<file path="src/rtl/serial_paralelo_rx_if.sv">
// Bus bundle for the serial_paralelo_rx deserializer: serial lane in, word/valid/active out.
// SPR_WORD_COUNT_EN adds the word_count output to the bundle.
interface serial_paralelo_rx_if;
  logic        data_serial;
  logic [31:0] data_out;
  logic        valid_out;
  logic        active;
`ifdef SPR_WORD_COUNT_EN
  logic [15:0] word_count;

  modport master (output data_serial, input data_out, input valid_out, input active,
                  input word_count);
  modport slave  (input data_serial, output data_out, output valid_out, output active,
                  output word_count);
`else
  modport master (output data_serial, input data_out, input valid_out, input active);
  modport slave  (input data_serial, output data_out, output valid_out, output active);
`endif
endinterface

</file>
<file path="src/rtl/serial_paralelo_rx.sv">
// Serial-to-parallel receiver: aligns on COM_SYMBOL, then packs data bytes into 32-bit words.
// Optional SPR_WORD_COUNT_EN adds a wrapping 16-bit count of delivered words.
module serial_paralelo_rx #(
  parameter logic [7:0]  COM_SYMBOL = 8'hBC,
  parameter int unsigned N_COM      = 4
) (
  input  logic                 clk,
  input  logic                 reset,
  serial_paralelo_rx_if.slave  bus
);

  localparam logic [1:0] SEARCH = 2'd0;
  localparam logic [1:0] ALIGN  = 2'd1;
  localparam logic [1:0] ACTIVE = 2'd2;

  logic [1:0]  state;
  logic [7:0]  shift;
  logic [2:0]  bit_cnt;
  logic [3:0]  com_cnt;
  logic [1:0]  byte_idx;
  logic [23:0] partial;
  logic [7:0]  nxt;
  logic        byte_done;
  logic        is_com;

  assign nxt       = {shift[6:0], bus.data_serial};
  assign byte_done = (bit_cnt == 3'd7);
  assign is_com    = (nxt == COM_SYMBOL);

  always_ff @(posedge clk) begin
    if (!reset) begin
      state         <= SEARCH;
      shift         <= '0;
      bit_cnt       <= '0;
      com_cnt       <= '0;
      byte_idx      <= '0;
      partial       <= '0;
      bus.data_out  <= '0;
      bus.valid_out <= 1'b0;
      bus.active    <= 1'b0;
    end else begin
      shift         <= nxt;
      bus.valid_out <= 1'b0;
      case (state)
        SEARCH: begin
          bit_cnt <= '0;
          if (is_com) begin
            com_cnt <= 4'd1;
            if (N_COM == 1) begin
              state      <= ACTIVE;
              bus.active <= 1'b1;
            end else begin
              state <= ALIGN;
            end
          end
        end
        ALIGN: begin
          bit_cnt <= bit_cnt + 3'd1;
          if (byte_done) begin
            if (is_com) begin
              com_cnt <= com_cnt + 4'd1;
              if (32'(com_cnt) + 32'd1 == N_COM) begin
                state      <= ACTIVE;
                bus.active <= 1'b1;
              end
            end else begin
              state   <= SEARCH;
              com_cnt <= '0;
            end
          end
        end
        ACTIVE: begin
          bit_cnt <= bit_cnt + 3'd1;
          // COMs in ACTIVE are idle fill: the partial word is left untouched
          if (byte_done && !is_com) begin
            case (byte_idx)
              2'd0: partial[23:16] <= nxt;
              2'd1: partial[15:8]  <= nxt;
              2'd2: partial[7:0]   <= nxt;
              default: begin
                bus.data_out  <= {partial, nxt};
                bus.valid_out <= 1'b1;
              end
            endcase
            byte_idx <= byte_idx + 2'd1;
          end
        end
        default: begin
          state   <= SEARCH;
          bit_cnt <= '0;
          com_cnt <= '0;
        end
      endcase
    end
  end

`ifdef SPR_WORD_COUNT_EN
  always_ff @(posedge clk) begin
    if (!reset) begin
      bus.word_count <= '0;
    end else if (state == ACTIVE && byte_done && !is_com && byte_idx == 2'd3) begin
      bus.word_count <= bus.word_count + 16'd1;
    end
  end
`endif

endmodule

</file>
<file path="src/flat_wrapper.sv">
// flat-port wrapper written by rule: the top's interface ports become plain ports
module serial_paralelo_rx_flat 
#(
  parameter logic [7:0]  COM_SYMBOL = 8'hBC,
  parameter int unsigned N_COM      = 4
)
  (clk, reset, bus_data_serial, bus_data_out, bus_valid_out, bus_active);
  serial_paralelo_rx_if bus_i ();
  input  logic clk;
  input  logic reset;
  input wire logic [$bits(bus_i.data_serial)-1:0] bus_data_serial;
  output wire logic [$bits(bus_i.data_out)-1:0] bus_data_out;
  output wire logic [$bits(bus_i.valid_out)-1:0] bus_valid_out;
  output wire logic [$bits(bus_i.active)-1:0] bus_active;
  assign bus_i.data_serial = bus_data_serial;
  assign bus_data_out = bus_i.data_out;
  assign bus_valid_out = bus_i.valid_out;
  assign bus_active = bus_i.active;
  serial_paralelo_rx #(.COM_SYMBOL(COM_SYMBOL), .N_COM(N_COM)) u_core (.clk(clk), .reset(reset), .bus(bus_i));
endmodule
</file>
<file path="config.mk">
export PLATFORM = sky130hd
export DESIGN_NAME = serial_paralelo_rx_flat
export DESIGN_NICKNAME = d
export VERILOG_FILES = /design/src/rtl/serial_paralelo_rx_if.sv /design/src/rtl/serial_paralelo_rx.sv /design/src/flat_wrapper.sv
export SDC_FILE = /design/constraint.sdc
export NUM_CORES = 1
export LEC_CHECK = 0
export CAP_MARGIN = 20
export CORE_MARGIN = 5
export CORE_UTILIZATION = 45
export DETAILED_ROUTE_END_ITERATION = 12
export DONT_BUFFER_PORTS = 1
export PLACE_DENSITY = 0.59
export SETUP_SLACK_MARGIN = 0.5
export SLEW_MARGIN = 20
export SYNTH_ARGS = -nofsm -noshare
export SYNTH_HDL_FRONTEND = slang
export SYNTH_SLANG_ARGS = --single-unit
</file>
<file path="constraint.sdc">
create_clock -name clk -period 4.2 [get_ports clk]
set_clock_uncertainty 0.2 [all_clocks]
set_input_delay 0.21 -clock clk [delete_from_list [all_inputs] [get_ports clk]]
set_output_delay 0.21 -clock clk [all_outputs]
set_load 0.005 [all_outputs]
</file>
Yosys cells after proc, flatten, opt, wreduce, memory -nomap -nowiden. Index checks and enable logic that the tools add are counted.

Input bits: 3. Logic and storage cells: 53. Output and inout bits: 34. Register bits after elaboration: 76.

Equal/unequal tests: 10. Add/subtract/negate cells: 4. Mux-type cells: 10. Bitwise logic cells: 2. Reduce and logical (&&, ||, !) cells: 16.

Operators by type and width (number): 32-bit by 3-bit == test with 1-bit output, second input constant (1); 3-bit AND reduction (6); 4-bit 2-to-1 mux (3); 4-bit one-hot mux with 3 select lines (1); 8-bit == test, second input constant (1); 2-bit 2-to-1 mux (4); 4-bit AND reduction (2); 2-bit one-hot mux with 3 select lines (1); 4-bit by 1-bit adder with 5-bit output, second input constant (1); 4-bit by 1-bit adder with 4-bit output, second input constant (1); 2-bit by 1-bit == test with 1-bit output, second input constant (2); 2-bit == test, second input constant (2); 2-bit logical NOT (2); 2-bit by 1-bit != test with 1-bit output, second input constant (2); 2-bit AND reduction (2); 3-bit by 1-bit adder with 3-bit output, second input constant (1); 3-bit == test, second input constant (1); 3-bit != test, second input constant (1); 3-bit OR reduction (1); 2-bit by 1-bit adder with 2-bit output, second input constant (1); 1-bit NOT (2); 2-bit OR reduction (1); 1-bit logical AND (1); 1-bit logical NOT (1); 1-bit 2-to-1 mux (1).

Longest topological paths before layout.
Depth after elaboration: 6. Depth in mapped cells: 7. Gate-level depth less buffers: 6.

Worst setup path before layout. Ideal clock, no wire load.

Path type: register to register. Start: register u_core.bit_cnt[0]. End: register u_core.bus.data_out[3]. Data required time: 3.878 ns. Stages on the path, launching flop included: 8. Data arrival time: 1.448 ns. Library setup time: 0.122 ns. Slack: 2.430 ns. Cell sequence: dfxtp_1 -> ha_1 -> ha_1 -> nand2_1 -> a21oi_2 -> nand2_4 -> buf_6 -> mux2i_1.

Word-level cells in the longest chain between the ends: 3.

Ends and longest elaborated chain: start: declaration (line serial_paralelo_rx.sv:18) `logic [2:0] bit_cnt;`; start signal: assignment (line serial_paralelo_rx.sv:58) `bit_cnt <= bit_cnt + 3'd1;`; start signal: assignment (line serial_paralelo_rx.sv:73) `bit_cnt <= bit_cnt + 3'd1;`; 3-bit == test (line serial_paralelo_rx.sv:27) `assign byte_done = (bit_cnt == 3'd7);`; 1-bit logical AND (line serial_paralelo_rx.sv:75) `if (byte_done && !is_com) begin`; 3-bit AND reduction (no line); end signal: assignment (line serial_paralelo_rx.sv:81) `bus.data_out <= {partial, nxt};`; end: declaration (line serial_paralelo_rx_if.sv:17) `modport slave (input data_serial, output data_out, output valid_out, output active);`.

Every way passes these cells. A chain may end at the register's enable or synchronous reset.

Worst setup path after layout.
Start: register u_core.bit_cnt[0]. End: register u_core.bus.data_out[7].

The elaborated chain is that of the path after synthesis.

==> impl_metrics.tcl <==
set metrics [dict create \
    status "finished clean" \
    place_hpwl_um 3570 \
    worstPathRequired_ns 4.21 \
    synthToLayoutAreaGrowth_pct 9.38 \
    die_w_um 90.9 \
    drtIter0Drc 94 \
    cellLeakagePower_nw 1.61 \
    cap_violations 0 \
    netlist.area_leader.share_pct 51.6 \
    routed_wl_um 5570 \
    max_slew_margin_pct 54.0 \
    drive_gt1_share_pct 8.53 \
    n_antenna_cell 0 \
    ys_seq_area_share_pct 51.6 \
    critical_path_buf_inv_count 0 \
    rsz0062_at_grt "no" \
    grt_overflow_total 0 \
    hold_viol 0 \
    clk_path_buf_depth 2 \
    nets 301 \
    die_y_um 90.9 \
    synthTopCellsByArea "dfxtp_1, mux2i_1, nand2_1" \
    h-tree-depth 3 \
    wl_met1_um 2660 \
    startpoint_type "register" \
    final_cell_mix "dfxtp_1, nand2_1, mux2i_1" \
    hold_buffers 2 \
    dpl_cell_area_um2 2970 \
    cts_setup_buffers 0 \
    cts_root_buf "clkbuf_8" \
    wl_met3_um 303 \
    r2r-start "u_core.bit_cnt[0]$_SDFF_PN0_" \
    yosys_warnings 0 \
    antenna_found_initial 0 \
    cp.arrival_ns 2.13 \
    dr_wl_met2_um 2480 \
    cts_tree "done" \
    cts_resized 0 \
    critPathMaxFanout 33 \
    synthesis.nets 300 \
    powerDensity_nw_per_um2 416 \
    fill_cells 590 \
    critPathTopFamily "simple AND/OR/NAND/NOR gates" \
    setup_viol_count_final 0 \
    crit_type "register to register" \
    top_layer "met4" \
    wl_per_cell_um 15.1 \
    grt.total_usage_pct 14.3 \
    final_common_cell "dfxtp_1" \
    grt_pass1_wl_um 9440 \
    maxClockFrequency_mhz 471 \
    tns_ns 0 \
    hp-start "reset" \
    fin_crit_ns 2.12 \
    critPathLaunch "u_core.bit_cnt[0]$_SDFF_PN0_" \
    routabilityCongestion 0.777 \
    ys_types 35 \
    vdd_drop_max_mv 0.191 \
    row_count 29 \
    netlist_area_um2 2950 \
    numCtsBuffers 9 \
    clk_latency_ns 0.34 \
    end_kind "register" \
    cts.clk_slew.worst_paths_ns 0.07 \
    drt.antenna.violating_nets 0 \
    grt_max_degree 74 \
    io_buffers 0 \
    grt_pass1_vias 1900 \
    synth_largest_area_cell "dfxtp_1" \
    dr.pass1.iters 4 \
    hp-class "primary input to register" \
    cp_cell_sequence "ha_1 > ha_1 > nand2_1 > a21oi_2 > nand2_4 > mux2i_1" \
    io_pins 37 \
    dieArea_um2 8270 \
    core_area_um2 6350 \
    post-route-period-util_pct 50.6 \
    slew_viol_final 0 \
    cp_common_cell "ha_1" \
    clock-sinks 76 \
    viasPerCell 5.13 \
    max_slew.worst_pin.slew_ns 0.689 \
    syn_inst 287 \
    post-route-cell-area_um2 3220 \
    vias 1898 \
    drc 0 \
    initial_core_util_pct 46.4 \
    synth_seq_cells 76 \
    critPathSlowestCell "nand2_4" \
    cpPeakStageDelay_ns 0.42 \
    avgSynthCellArea_um2 10.3 \
]
## final timing paths
path                                               to  slack [ns]  depth (start not counted)
hold / removal         u_core.com_cnt[1]$_SDFFE_PN0P_        0.07                          3
setup / recovery  u_core.bus.data_out[7]$_SDFFE_PN0P_        2.08                          6
hold reg to reg          u_core.bit_cnt[0]$_SDFF_PN0_        0.22                          1
setup reg to reg  u_core.bus.data_out[7]$_SDFFE_PN0P_        2.08                          6
## area by class of cell
class	instances	area, um^2	share of cell area (%)
Sequential cell	76	1520	47.2
Multi-Input combinational cell	186	1300	40.4
Clock buffer	12	145	4.50
Tap cell	77	96.3	2.99
Clock inverter	4	72.6	2.25
Inverter	13	48.8	1.51
Timing Repair Buffer	2	37.5	1.16
## report_power, final
part	switching [mW]	total [mW]	internal, mW
logic	0.0151	0.0195	0.00443
registers	0.000953	0.722	0.722
clock network	0.249	0.599	0.350
total	0.265	1.34	1.08
## sequential cells by signal, summed over array words and instances, names as in the netlist
signal	cells
u_core.partial	24
u_core.state	2
u_core.com_cnt	4
u_core.bus.valid_out	1
u_core.bus.active	1
u_core.bus.data_out	32
u_core.byte_idx	2
u_core.shift	7
u_core.bit_cnt	3
## metrics by stage
step                      utilization, %  std cells  power [mW]  setup WS (ns)  hold slack, ns
after floorplan                        -        287       0.752           2.43           0.169
after global placement              46.7        352       0.745           2.10           0.148
after CTS                           50.8        370        1.36           2.04          0.0333
final                               50.8        370        1.34           2.08          0.0662
after global routing                50.8        370        1.39           1.89          0.0842
after detailed placement            46.7        352       0.745           2.04           0.150
## cell usage after synthesis (all sizes together)
cell type and count:
o221ai 1, nor3b 1, and4 1, buf 4
o21ai 1, inv 13, a21boi 1, a21oi 4
and3 2, or2 1, o31ai 1, a31oi 2
xnor2 1, nor2b 1, ha 10, nand2 73
nand3 3, mux2i 58, a21o 1, nor4 2
nand4b 2, nand4 1, clkbuf 8, nor4b 1
or4b 1, nor3 6, a211oi 2, nor2 9
dfxtp 76
## kinds of logic (layout without fill, tap and decap cells)
| family | count (synthesis) | count (layout) | synth area share, % |
|---|---|---|---|
| buf+inv | 25 | 31 | 4.20 |
| flops | 76 | 76 | 51.6 |
| xor+xnor | 1 | 1 | 0.297 |
| simple gates | 104 | 104 | 16.8 |
| fa+ha+maj | 10 | 10 | 4.25 |
| compound gates | 13 | 13 | 3.14 |
| mux | 58 | 58 | 19.7 |
## layer usage
| layer | GRT usage, % | vias up |
|---|---|---|
| met5 | 0 | - |
| met4 | 7.95 | 0 |
| met3 | 4.25 | 13 |
| met2 | 21.5 | 35 |
| met1 | 18.4 | 881 |
| li1 | - | 969 |
## worst min-delay path, stage by stage
cell and delay [ns]:
buf_16 0.18, nand2_1 0.10, mux2i_1 0.05
Note: power is estimated with default switching activity, not from simulation.
